**src/rtl/branch_pkg.sv**
```systemverilog
// Shared definitions for the branch resolution controller.
// Contents: default operand width, sequential PC increment, RV32I B-type
// funct3 encodings, FSM state type and state constants.
package branch_pkg;

  localparam int          XLEN_DEF = 32;
  localparam int unsigned PC_INC   = 4;

  localparam logic [2:0] F3_BEQ  = 3'b000;
  localparam logic [2:0] F3_BNE  = 3'b001;
  localparam logic [2:0] F3_BLT  = 3'b100;
  localparam logic [2:0] F3_BGE  = 3'b101;
  localparam logic [2:0] F3_BLTU = 3'b110;
  localparam logic [2:0] F3_BGEU = 3'b111;

  typedef logic [1:0] state_t;

  localparam state_t ST_IDLE = 2'd0;
  localparam state_t ST_EVAL = 2'd1;
  localparam state_t ST_RESP = 2'd2;

endpackage

```
**src/rtl/br_cmp.sv**
```systemverilog
// Purely combinational XLEN-wide comparator.
// Ports:
//   a, b : operands
//   eq   : a == b
//   lt   : a < b, two's-complement signed
//   ltu  : a < b, unsigned
module br_cmp #(
  parameter int XLEN = 32
) (
  input  logic [XLEN-1:0] a,
  input  logic [XLEN-1:0] b,
  output logic            eq,
  output logic            lt,
  output logic            ltu
);

  assign eq  = (a == b);
  assign lt  = ($signed(a) < $signed(b));
  assign ltu = (a < b);

endmodule

```
**src/rtl/branch_resolve_ctrl.sv**
```systemverilog
// Branch resolution sequencer for the multicycle OTTER core.
// Accepts a conditional-branch request over a valid/ready handshake,
// evaluates it one cycle later on registered operands, and presents the
// registered taken/target result over a second valid/ready handshake.
//
// State table:
//   state   | meaning
//   IDLE    | ready for a request (req_ready=1)
//   EVAL    | comparator runs on captured operands, result registered
//   RESP    | result valid, held until res_ready or flush
//
// Ports:
//   CLK, RST          : clock, async active-high reset
//   flush             : synchronous abort back to IDLE
//   req_valid/ready   : request handshake (funct3, rs1, rs2, pc, imm_b)
//   res_valid/ready   : result handshake (taken, target, illegal, misaligned)
//   taken_cnt         : saturating count of taken results consumed
//   total_cnt         : saturating count of results consumed
//
// Optional build macro BRANCH_RESOLVE_STATS_EN enables the two counters;
// without it they are tied to zero.
module branch_resolve_ctrl
  import branch_pkg::*;
#(
  parameter int XLEN  = XLEN_DEF,
  parameter int CNT_W = 16
) (
  input  logic             CLK,
  input  logic             RST,
  input  logic             flush,
  input  logic             req_valid,
  output logic             req_ready,
  input  logic [2:0]       funct3,
  input  logic [XLEN-1:0]  rs1,
  input  logic [XLEN-1:0]  rs2,
  input  logic [XLEN-1:0]  pc,
  input  logic [XLEN-1:0]  imm_b,
  output logic             res_valid,
  input  logic             res_ready,
  output logic             taken,
  output logic [XLEN-1:0]  target,
  output logic             illegal,
  output logic             misaligned,
  output logic [CNT_W-1:0] taken_cnt,
  output logic [CNT_W-1:0] total_cnt
);

  state_t            state;
  logic [2:0]        funct3_q;
  logic [XLEN-1:0]   rs1_q, rs2_q, pc_q, imm_q;

  logic              eq, lt, ltu;
  logic              cond;
  logic              legal;
  logic [XLEN-1:0]   next_target;

  br_cmp #(.XLEN(XLEN)) u_cmp (
    .a   (rs1_q),
    .b   (rs2_q),
    .eq  (eq),
    .lt  (lt),
    .ltu (ltu)
  );

  always_comb begin
    cond  = 1'b0;
    legal = 1'b1;
    case (funct3_q)
      F3_BEQ:  cond = eq;
      F3_BNE:  cond = !eq;
      F3_BLT:  cond = lt;
      F3_BGE:  cond = !lt;
      F3_BLTU: cond = ltu;
      F3_BGEU: cond = !ltu;
      default: legal = 1'b0;
    endcase
    // Both adds wrap modulo 2^XLEN.
    next_target = cond ? (pc_q + imm_q) : (pc_q + XLEN'(PC_INC));
  end

  assign req_ready = (state == ST_IDLE);
  assign res_valid = (state == ST_RESP);

  always_ff @(posedge CLK or posedge RST) begin
    if (RST) begin
      state      <= ST_IDLE;
      funct3_q   <= '0;
      rs1_q      <= '0;
      rs2_q      <= '0;
      pc_q       <= '0;
      imm_q      <= '0;
      taken      <= 1'b0;
      target     <= '0;
      illegal    <= 1'b0;
      misaligned <= 1'b0;
    end else if (flush) begin
      // Result registers keep their last values; they are simply invalid.
      state <= ST_IDLE;
    end else begin
      case (state)
        ST_IDLE: begin
          if (req_valid) begin
            funct3_q <= funct3;
            rs1_q    <= rs1;
            rs2_q    <= rs2;
            pc_q     <= pc;
            imm_q    <= imm_b;
            state    <= ST_EVAL;
          end
        end
        ST_EVAL: begin
          taken      <= cond;
          target     <= next_target;
          illegal    <= !legal;
          misaligned <= cond && (next_target[1:0] != 2'b00);
          state      <= ST_RESP;
        end
        ST_RESP: begin
          if (res_ready) state <= ST_IDLE;
        end
        default: state <= ST_IDLE;
      endcase
    end
  end

`ifdef BRANCH_RESOLVE_STATS_EN
  logic handshake;

  // A flush in the same cycle as res_ready means the result was dropped.
  assign handshake = (state == ST_RESP) && res_ready && !flush;

  always_ff @(posedge CLK or posedge RST) begin
    if (RST) begin
      taken_cnt <= '0;
      total_cnt <= '0;
    end else if (handshake) begin
      if (total_cnt != {CNT_W{1'b1}}) total_cnt <= total_cnt + 1'b1;
      if (taken && (taken_cnt != {CNT_W{1'b1}})) taken_cnt <= taken_cnt + 1'b1;
    end
  end
`else
  assign taken_cnt = '0;
  assign total_cnt = '0;
`endif

endmodule

```
**config.mk**
```make
export PLATFORM = sky130hd
export DESIGN_NAME = branch_resolve_ctrl
export DESIGN_NICKNAME = d
export VERILOG_FILES = /design/src/rtl/branch_pkg.sv /design/src/rtl/br_cmp.sv /design/src/rtl/branch_resolve_ctrl.sv
export SDC_FILE = /design/constraint.sdc
export NUM_CORES = 1
export LEC_CHECK = 0
export BUFFER_PORTS_ARGS = -buffer_cell sky130_fd_sc_hd__clkbuf_2
export CORE_ASPECT_RATIO = 1.1
export CORE_MARGIN = 10
export CORE_UTILIZATION = 40
export DETAILED_ROUTE_END_ITERATION = 6
export PLACE_DENSITY_LB_ADDON = 0.05
export SKIP_LAST_GASP = 1
export SLEW_MARGIN = 20
export SYNTH_ARGS = -nofsm -noshare
export SYNTH_HDL_FRONTEND = slang
export SYNTH_SLANG_ARGS = --single-unit
```
**constraint.sdc**
```tcl
create_clock -name CLK -period 13.4 [get_ports CLK]
set_clock_uncertainty 0.15 [all_clocks]
set_input_delay 2.68 -clock CLK [delete_from_list [all_inputs] [get_ports CLK]]
set_output_delay 2.68 -clock CLK [all_outputs]
set_load 0.01 [all_outputs]
```
==> metrics.txt, run 1 <==
endpoints failing hold 0; Synth area leaders dfrtp_1, mux2_2, ha_1; post-CTS setup repair buffer count 0; ratio of final minimum period to clock period 0.334; hold buffer count at cts 0; first-pass GRT wire length 40400 um; total power density per cell area 177 nW/um^2; clock network latency to the later pin of the worst-skew pair 430 ps; startpoint of the most critical hold path target[21]$_DFFE_PP0P_; Clock Tree Root clkbuf_16; finished layout cell area 11300 um^2; transition time at the pin with the least slew margin 964 ps; share of layout cells above drive strength 1 0.282; warning count from the yosys run 0; violation count after the first detailed-route iteration 364; Leakage 5.25 nW; RSZ-0062 raised after global routing no; launching element type of the critical path input port; RR Endpoint target[26]$_DFFE_PP0P_; cts repair resizes 0; worst hold path type flop to flop; Mapped Cells 948; TritonCTS clock tree yes; dominant register cell in the synthesized netlist dfrtp_1; netlist area before placement 9650 um^2; sequential cell area fraction in the yosys report 0.436; Pins Over Slew Limit 0; Peak supply drop 63.1 uV; Tmin final 4480 ps; number of distinct library cells after synthesis 59; number of global-route vias before repair 7520; Initial DRT Pass Iterations 4; signal arrival time at the worst endpoint 4640 ps; Rel. slew slack 0.358; highest net fanout along the worst path 89; DRC violation count after routing 0; TritonCTS Sinks 168; result of the run finished, final reports clean; Placement Cell Area 10700 um^2; global placer's final weighted congestion 0.828; final net count 1313; CTS H-tree depth 4; port bufs 172; CP Class input port to flop; clk buf depth 2; area share of the largest cell type after synthesis 0.436; total routed wirelength 24400 um; reported max-cap violation count 0; CTS Buf Count 17; vias per cell 5.05; TNS Setup 0 ps; tightest hold margin 331 ps; endpoint of the worst hold path target[21]$_DFFE_PP0P_; number of endpoints failing setup at the final stage 0; slack of the worst reg-to-reg path 9760 ps; HPWL after DPL 18400 um; via total after detailed routing 7242; most numerous cell in the Yosys netlist dfrtp_1; placeable core area 23700 um^2; Clk pin slew, worst setup/hold paths 70 ps; Synth top cells by count dfrtp_1, nand2_1, mux2_2; mean routed wirelength per cell 17.0 um; Total Die Area 30800 um^2; layout-stage area growth over the synthesis result 17.0%; starting density of the core 0.407; I/O pin total 205; FMAX 223 MHz; vertical die dimension 183 um; overflow left after global routing 0; die width 168 um; antenna violations before repair 6; Hold Crit Depth 2; number of antenna-violating nets in the routed design 0; largest area contributor in the netlist dfrtp_1; register bit total from synthesis 168; startpoint of the worst register-to-register path rs1_q[5]$_DFFE_PP0P_; number of flops mapped to enable cells by yosys 0; crit end category flop; async set or reset register ratio after synthesis 1.00; Worst Reg-to-Reg Cells 11; number of rows in the core area 59; global router's overall resource usage 0.160; Syn Area/Cell 10.2 um^2; largest net degree at the start of global routing 104; data required time of the critical path 13560 ps
-- state kept, by name (all words and copies together), names as in the netlist, 2 cells and up --
name,cells
pc_q,32
funct3_q,3
imm_q,32
rs1_q,32
state,2
target,32
rs2_q,32
-- power by group --
group          leakage (nW)  switching (mW)  total (mW)  internal, mW
Sequential             2.02          0.0999       0.737         0.637
Combinational          2.94           0.415       0.765         0.350
Clock                 0.288           0.240       0.495         0.255
-- metrics by stage --
step                      cells   util  power, mW  setup WS [ps]
after CTS                  1430  0.476       2.03           8910
after detailed placement   1398  0.451       1.52           8440
after global placement     1398  0.451       1.52           8470
after floorplan             979      -       1.30           6020
final                      1434  0.477       2.00           8920
after global routing       1430  0.476       2.17           8760
-- cell families after synthesis --
| family | synth area share |
|---|---|
| fa+ha+maj | 0.0850 |
| buf+inv | 0.0585 |
| xor+xnor | 0.0472 |
| other cells | 0.000388 |
| compound gates | 0.126 |
| mux | 0.129 |
| simple gates | 0.119 |
| flops | 0.436 |
-- final cells by class --
type | count | area [um^2]
fill | 2390 | 12400
tap | 305 | 382
multi-input combinational | 700 | 5010
inverter | 46 | 178
sequential | 168 | 4200
clock buffer | 18 | 439
clock inverter | 14 | 159
antenna | 4 | 10.0
timing repair buffer | 179 | 913
-- routing by layer --
layer | vias to the layer above | GRT usage | share of wire
li1 | 3641 | - | -
met3 | 15 | 0.0509 | 0.058
met1 | 3451 | 0.203 | 0.46
met4 | 4 | 0.0345 | 0.0064
met5 | - | 0 | 0.0013
met2 | 131 | 0.261 | 0.47
-- critical path, stage by stage --
cell and delay, ps:
clkbuf_2 110, nor4b_2 270, buf_4 320, buf_4 740, mux2_2 410
-- layout by cell type, fill, tap and decap left out, types with 5 or more instances in the layout --
| master | n |
|---|---|
| o21ai_1 | 12 |
| a21oi_1 | 39 |
| buf_4 | 7 |
| dfrtp_1 | 168 |
| o21a_1 | 7 |
| a211oi_1 | 5 |
| o311ai_0 | 10 |
| nand3_1 | 32 |
| conb_1 | 32 |
| nand2b_1 | 7 |
| nor3_1 | 10 |
| xnor2_1 | 30 |
| nor2_1 | 37 |
| o211ai_1 | 8 |
| or3_1 | 5 |
| nor2b_1 | 5 |
| and4_1 | 6 |
| nand4_1 | 15 |
| xor2_1 | 22 |
| nand2_1 | 104 |
| clkbuf_16 | 17 |
| and3_1 | 8 |
| mux2_2 | 96 |
| inv_1 | 45 |
| clkbuf_2 | 172 |
| a21o_1 | 8 |
| o21ai_0 | 71 |
| ha_1 | 64 |
| mux2i_1 | 16 |
-- worst max path at each step --
stage	end	slack, ps	startpoint	cells past startpoint
final	imm_q[28]$_DFFE_PP0P_	8920	flush	5
after global routing	pc_q[26]$_DFFE_PP0P_	8760	flush	5
after CTS	pc_q[28]$_DFFE_PP0P_	8910	flush	5
after detailed placement	pc_q[28]$_DFFE_PP0P_	8440	flush	5
after global placement	imm_q[24]$_DFFE_PP0P_	8470	flush	5
after floorplan	funct3_q[0]$_DFFE_PP0P_	6020	RST	1
Note: power is estimated with default switching activity, not from simulation.
==> inputs of run 2 (changes only) <==
==> constraint.sdc (replaced) <==
create_clock -name CLK -period 4.5 [get_ports CLK]
set_clock_uncertainty 0.15 [all_clocks]
set_input_delay 0.9 -clock CLK [delete_from_list [all_inputs] [get_ports CLK]]
set_output_delay 0.9 -clock CLK [all_outputs]
set_load 0.01 [all_outputs]
==> run 2 against run 1 <==
  * Critical path depth is 6 higher
  * Non-clock buffer count stayed put
  * Final area is 0.26% higher
  * Combinational power grew to 3.0 times the previous value
  * Sequential share of layout area is 0.095 points lower
  * Setup slack worse by 8000 ps
  * Largest power group unchanged
==> metrics.txt, run 2 (same netlist as run 1, synthesis figures left out) <==
cells along the critical path ha_1 -> nand4_1 -> nor4_1 -> inv_1 -> a31oi_1 -> o2111ai_1 -> and3_1 -> o31ai_4 -> buf_4 -> nand2_1 -> o211ai_1; tightest hold margin 336 ps; number of endpoints failing setup at the final stage 0; total routed wirelength 24100 um; most common cell after layout, fill and taps aside clkbuf_2; I/O pin total 205; clock network latency to the later pin of the worst-skew pair 440 ps; clk buf depth 2; post-CTS setup repair buffer count 0; number of global-route vias before repair 7559; antenna violations before repair 5; largest net degree at the start of global routing 147; ratio of final minimum period to clock period 0.799; global placer's final weighted congestion 0.809; launching element type of the critical path flop; DRC violation count after routing 0; finished layout cell area 11300 um^2; violation count after the first detailed-route iteration 326; number of antenna-violating nets in the routed design 0; Tmin final 3590 ps; global router's overall resource usage 0.157; TritonCTS Sinks 168; most frequent cells in the layout clkbuf_2, dfrtp_1, nand2_1; cts repair resizes 0; CP max-delay cell nor4_1; via total after detailed routing 7203; Leakage 5.25 nW; CTS Buf Count 17; vias per cell 5.03; HPWL after DPL 18500 um; total power density per cell area 526 nW/um^2; crit end category flop; Placement Cell Area 10700 um^2; share of layout cells above drive strength 1 0.282; worst hold path type flop to flop; layout-stage area growth over the synthesis result 17.3%; reported max-cap violation count 0; RSZ-0062 raised after global routing no; first-pass GRT wire length 40000 um; result of the run finished, final reports clean; Rel. slew slack 0.391; final net count 1313; power after layout 5.95 mW; Initial DRT Pass Iterations 4; overflow left after global routing 0; Total Die Area 30800 um^2; Clock Tree Root clkbuf_16; stage delay of the slowest cell on the critical path 630 ps; signal arrival time at the worst endpoint 3790 ps; number of rows in the core area 59; transition time at the pin with the least slew margin 913 ps; die width 168 um; filler cell count 2282; data required time of the critical path 4700 ps; CP Class flop to flop; hold buffer count at cts 0; vertical die dimension 183 um; mean routed wirelength per cell 16.8 um; Clk pin slew, worst setup/hold paths 80 ps; TNS Setup 0 ps; Pins Over Slew Limit 0; endpoints failing hold 0; starting density of the core 0.407; FMAX 278 MHz; Post-Route Utilization 0.478; port bufs 172; TritonCTS clock tree yes; highest net fanout along the worst path 48; CTS H-tree depth 4; placeable core area 23700 um^2; Peak supply drop 218 uV
run 2: cell types whose count changed in the layout (fill, tap and decap cells not counted):
cell	previous run	this run
inv_8	3	5
diode_2	4	3
buf_4	7	4
clkinvlp_4	1	4
inv_6	3	2
clkinv_8	4	3
clkinv_4	4	1
buf_12	0	3
run 2: path summary, 6_finish.rpt:
check / depth (start not counted) / slack, ps / startpoint / endpoint
setup / recovery: 11 / 910 / rs1_q[19]$_DFFE_PP0P_ / target[26]$_DFFE_PP0P_
setup reg to reg: 11 / 910 / rs1_q[19]$_DFFE_PP0P_ / target[26]$_DFFE_PP0P_
max in group asynchronous: 3 / 2860 / RST / target[7]$_DFFE_PP0P_
min in group asynchronous: 2 / 470 / RST / rs2_q[4]$_DFFE_PP0P_
hold / removal: 2 / 340 / target[16]$_DFFE_PP0P_ / target[16]$_DFFE_PP0P_
hold reg to reg: 2 / 340 / target[16]$_DFFE_PP0P_ / target[16]$_DFFE_PP0P_
run 2: layer usage:
layer	global-route usage	wire, um	vias up
met2	0.254	11400	152
met3	0.0498	1370	19
met1	0.200	11100	3366
met4	0.0390	171	6
met5	0	57	-
li1	-	-	3660
run 2: critical path, delay by kind of cell (launching register included):
kind / cells / cell delay [ps]
AO/OA/AOI/OAI: 4 / 770
flip-flops: 1 / 390
AND/OR/NAND/NOR: 4 / 1240
adder cells (fa/ha/maj): 1 / 320
buffers and inverters: 2 / 610
run 2: per-stage QoR:
stage / worst slack, ps / std cells
CTS: 826 / 1430
global route: 528 / 1430
floorplan: 1310 / 979
finish: 906 / 1433
detailed placement: 862 / 1398
global placement: 912 / 1398
run 2: layout make-up:
type	instances	area, um^2	share of cell area
multi-input cells	700	5010	0.442
flip-flops and latches	168	4200	0.371
repair buffers	179	951	0.0840
clock buffers	18	439	0.0388
well taps	305	382	0.0337
inverters	46	176	0.0156
clock inverters	14	154	0.0136
diodes	3	7.51	0.000663
run 2: power by group:
part / internal (mW) / switching [mW] / leakage (nW)
registers: 1.90 / 0.300 / 2.02
logic: 1.05 / 1.24 / 2.95
clock network: 0.759 / 0.713 / 0.281
==> inputs of run 3 (changes only) <==
--- a/config.mk
+++ b/config.mk
@@ -5,6 +5,7 @@
 export SDC_FILE = /design/constraint.sdc
 export NUM_CORES = 1
 export LEC_CHECK = 0
+export ABC_AREA = 1
 export BUFFER_PORTS_ARGS = -buffer_cell sky130_fd_sc_hd__clkbuf_2
 export CORE_ASPECT_RATIO = 1.1
 export CORE_MARGIN = 10
==> constraint.sdc (replaced) <==
create_clock -name CLK -period 2.9 [get_ports CLK]
set_clock_uncertainty 0.15 [all_clocks]
set_input_delay 0.58 -clock CLK [delete_from_list [all_inputs] [get_ports CLK]]
set_output_delay 0.58 -clock CLK [all_outputs]
set_load 0.01 [all_outputs]
==> run 3 against run 2 <==
  * Setup slack worse by 670 ps
  * Utilization shrank 0.31 points
  * Register-to-register slack worse by 670 ps
  * Area after synthesis increased by 5.4%
  * Maximum frequency increased by 35%
  * Cell count increased by 27%
  * Global-route usage grew 2.3 points
  * Sequential power up 50%
  * Die area increased by 4.8%
  * Via count rose by 21%
  * Critical path depth increased by 5
  * Largest cell class unchanged
  * Largest power group unchanged
==> metrics.txt, run 3 <==
result of the run finished, final reports clean; first-pass GRT wire length 46900 um; endpoints failing hold 0; number of distinct library cells after synthesis 45; Clk pin slew, worst setup/hold paths 80 ps; starting density of the core 0.404; antenna violations before repair 1; TritonCTS Sinks 168; TNS Setup 0 ps; reported max-cap violation count 0; most numerous cell in the Yosys netlist nand2_1; vertical die dimension 187 um; Peak supply drop 348 uV; port bufs 172; TritonCTS clock tree yes; layout-stage area growth over the synthesis result 17.5%; largest net degree at the start of global routing 83; final net count 1698; Total Die Area 32200 um^2; placeable core area 25200 um^2; global placer's final weighted congestion 0.888; Initial DRT Pass Iterations 5; violation count after the first detailed-route iteration 443; clk buf depth 2; ratio of final minimum period to clock period 0.919; RSZ-0062 raised after global routing no; clock network latency to the later pin of the worst-skew pair 440 ps; number of rows in the core area 61; vias per cell 4.77; overflow left after global routing 0; crit end category flop; die width 172 um; share of layout cells above drive strength 1 0.178; DRC violation count after routing 0; most common cell after layout, fill and taps aside nand2_1; CTS Buf Count 17; netlist area before placement 10200 um^2; warning count from the yosys run 0; number of global-route vias before repair 9049; number of endpoints failing setup at the final stage 0; Rel. slew slack 0.388; I/O pin total 205; dominant register cell in the synthesized netlist dfrtp_1; Mapped Cells 1328; async set or reset register ratio after synthesis 1.00; transition time at the pin with the least slew margin 918 ps; most frequent cells in the layout nand2_1, clkbuf_2, dfrtp_1; Synth area leaders dfrtp_1, nand2_1, ha_1; number of antenna-violating nets in the routed design 0; Pins Over Slew Limit 0; area of all sequential standard cells 4200 um^2; mean routed wirelength per cell 15.6 um; multi-input combinational cell area 5290 um^2; largest area contributor in the netlist dfrtp_1; register bit total from synthesis 168; Tmin final 2660 ps; CP Class flop to flop; total routed wirelength 28600 um; number of flops mapped to enable cells by yosys 0; area share of the largest cell type after synthesis 0.413; signal arrival time at the worst endpoint 2860 ps; FMAX 375 MHz; CTS H-tree depth 4; data required time of the critical path 3100 ps; Synth top cells by count nand2_1, dfrtp_1, inv_1; worst hold path type input port to async pin; launching element type of the critical path flop; Syn Area/Cell 7.66 um^2; Post-Route Utilization 0.475; HPWL after DPL 22700 um; Leakage 6.27 nW; highest net fanout along the worst path 26; via total after detailed routing 8704; filler cell count 2644; total power density per cell area 757 nW/um^2; sequential cell area fraction in the yosys report 0.413; global router's overall resource usage 0.181; Clock Tree Root clkbuf_16
-- run 3: cell count changes after synthesis, moves of 9 or more --
cell      before  now
nor2_1        37   76
xor2_1        22   38
mux2i_1       16    0
o21ai_0       71   82
a21oi_1       39   62
mux2_2        96    0
o311ai_0      10    1
nor2_2         0    9
nand2_1      104  504
inv_1         46   95
xnor2_1       30   14
-- run 3: path summary, 6_finish.rpt --
path | depth (start not counted) | endpoint | from | slack [ps]
setup / recovery | 16 | target[22]$_DFFE_PP0P_ | rs1_q[31]$_DFFE_PP0P_ | 240
hold / removal | 2 | rs1_q[26]$_DFFE_PP0P_ | RST | 40
max in group asynchronous | 3 | target[29]$_DFFE_PP0P_ | RST | 1870
setup reg to reg | 16 | target[22]$_DFFE_PP0P_ | rs1_q[31]$_DFFE_PP0P_ | 240
min in group CLK | 3 | imm_q[28]$_DFFE_PP0P_ | imm_b[28] | 180
hold reg to reg | 1 | illegal$_DFFE_PP0P_ | funct3_q[2]$_DFFE_PP0P_ | 330
-- run 3: worst max-delay path: stages, from the launching register on --
cell and delay (ps):
dfrtp_1 390, ha_1 370, nand2_1 100, inv_1 40, nor2_1 80, o21a_1 120, nand2_1 80, a21oi_4 160
nand2_2 90, nand2_1 60, nand2_1 50, inv_2 60, nand2_4 70, nor2_8 250, buf_12 210, o21ai_0 100
o21ai_0 180
-- run 3: cell type report --
cell class              count  area share
repair buffers            192      0.0908
well taps                 315      0.0330
clock inverters            14      0.0131
flip-flops and latches    168       0.352
inverters                 100      0.0319
multi-input cells        1018       0.443
diodes                      1    0.000209
clock buffers              18      0.0367
-- run 3: timing repair --
item                                    in CTS  in global routing
endpoints found under the setup margin       0                 17
resized for setup                            0                  3
setup buffers                                0                  0
hold buffers                                 0                  0
-- run 3: metrics by stage --
stage | area (um^2) | setup WS, ps | total power, mW | std cells | hold WS, ps
6_report | 12000 | 235 | 9.05 | 1826 | 39.4
5_1_grt | 12000 | 7.61 | 9.80 | 1825 | 55.0
4_1_cts | 11900 | 104 | 9.15 | 1825 | 42.8
3_5_place_dp | 11400 | 135 | 6.80 | 1793 | 317
3_3_place_gp | 11400 | 202 | 6.77 | 1793 | 313
2_1_floorplan | 10300 | 29.3 | 5.70 | 1359 | 284
-- run 3: cell families (layout without fill, tap and decap cells) --
| kind of cell | count (synthesis) | after routing | share of synthesized area |
|---|---|---|---|
| compound gates | 195 | 195 | 0.108 |
| xor+xnor | 52 | 52 | 0.0448 |
| fa+ha+maj | 65 | 65 | 0.0807 |
| buf+inv | 173 | 324 | 0.0802 |
| flops | 168 | 168 | 0.413 |
| other cells | 1 | 33 | 0.000369 |
| simple gates | 674 | 674 | 0.273 |
-- run 3: where the power goes --
part,leakage [nW],switching [mW],total (mW),internal [mW]
Combinational,3.91,2.13,3.45,1.32
Sequential,2.08,0.387,3.30,2.91
Clock,0.289,1.12,2.30,1.18
-- run 3: metal layers --
layer / up-vias / routed length (um) / global-route usage
li1: 4537 / - / -
met1: 3945 / 13900 / 0.252
met2: 197 / 12600 / 0.276
met3: 25 / 1700 / 0.0424
met4: 0 / 349 / 0.0405
met5: - / 0 / 0
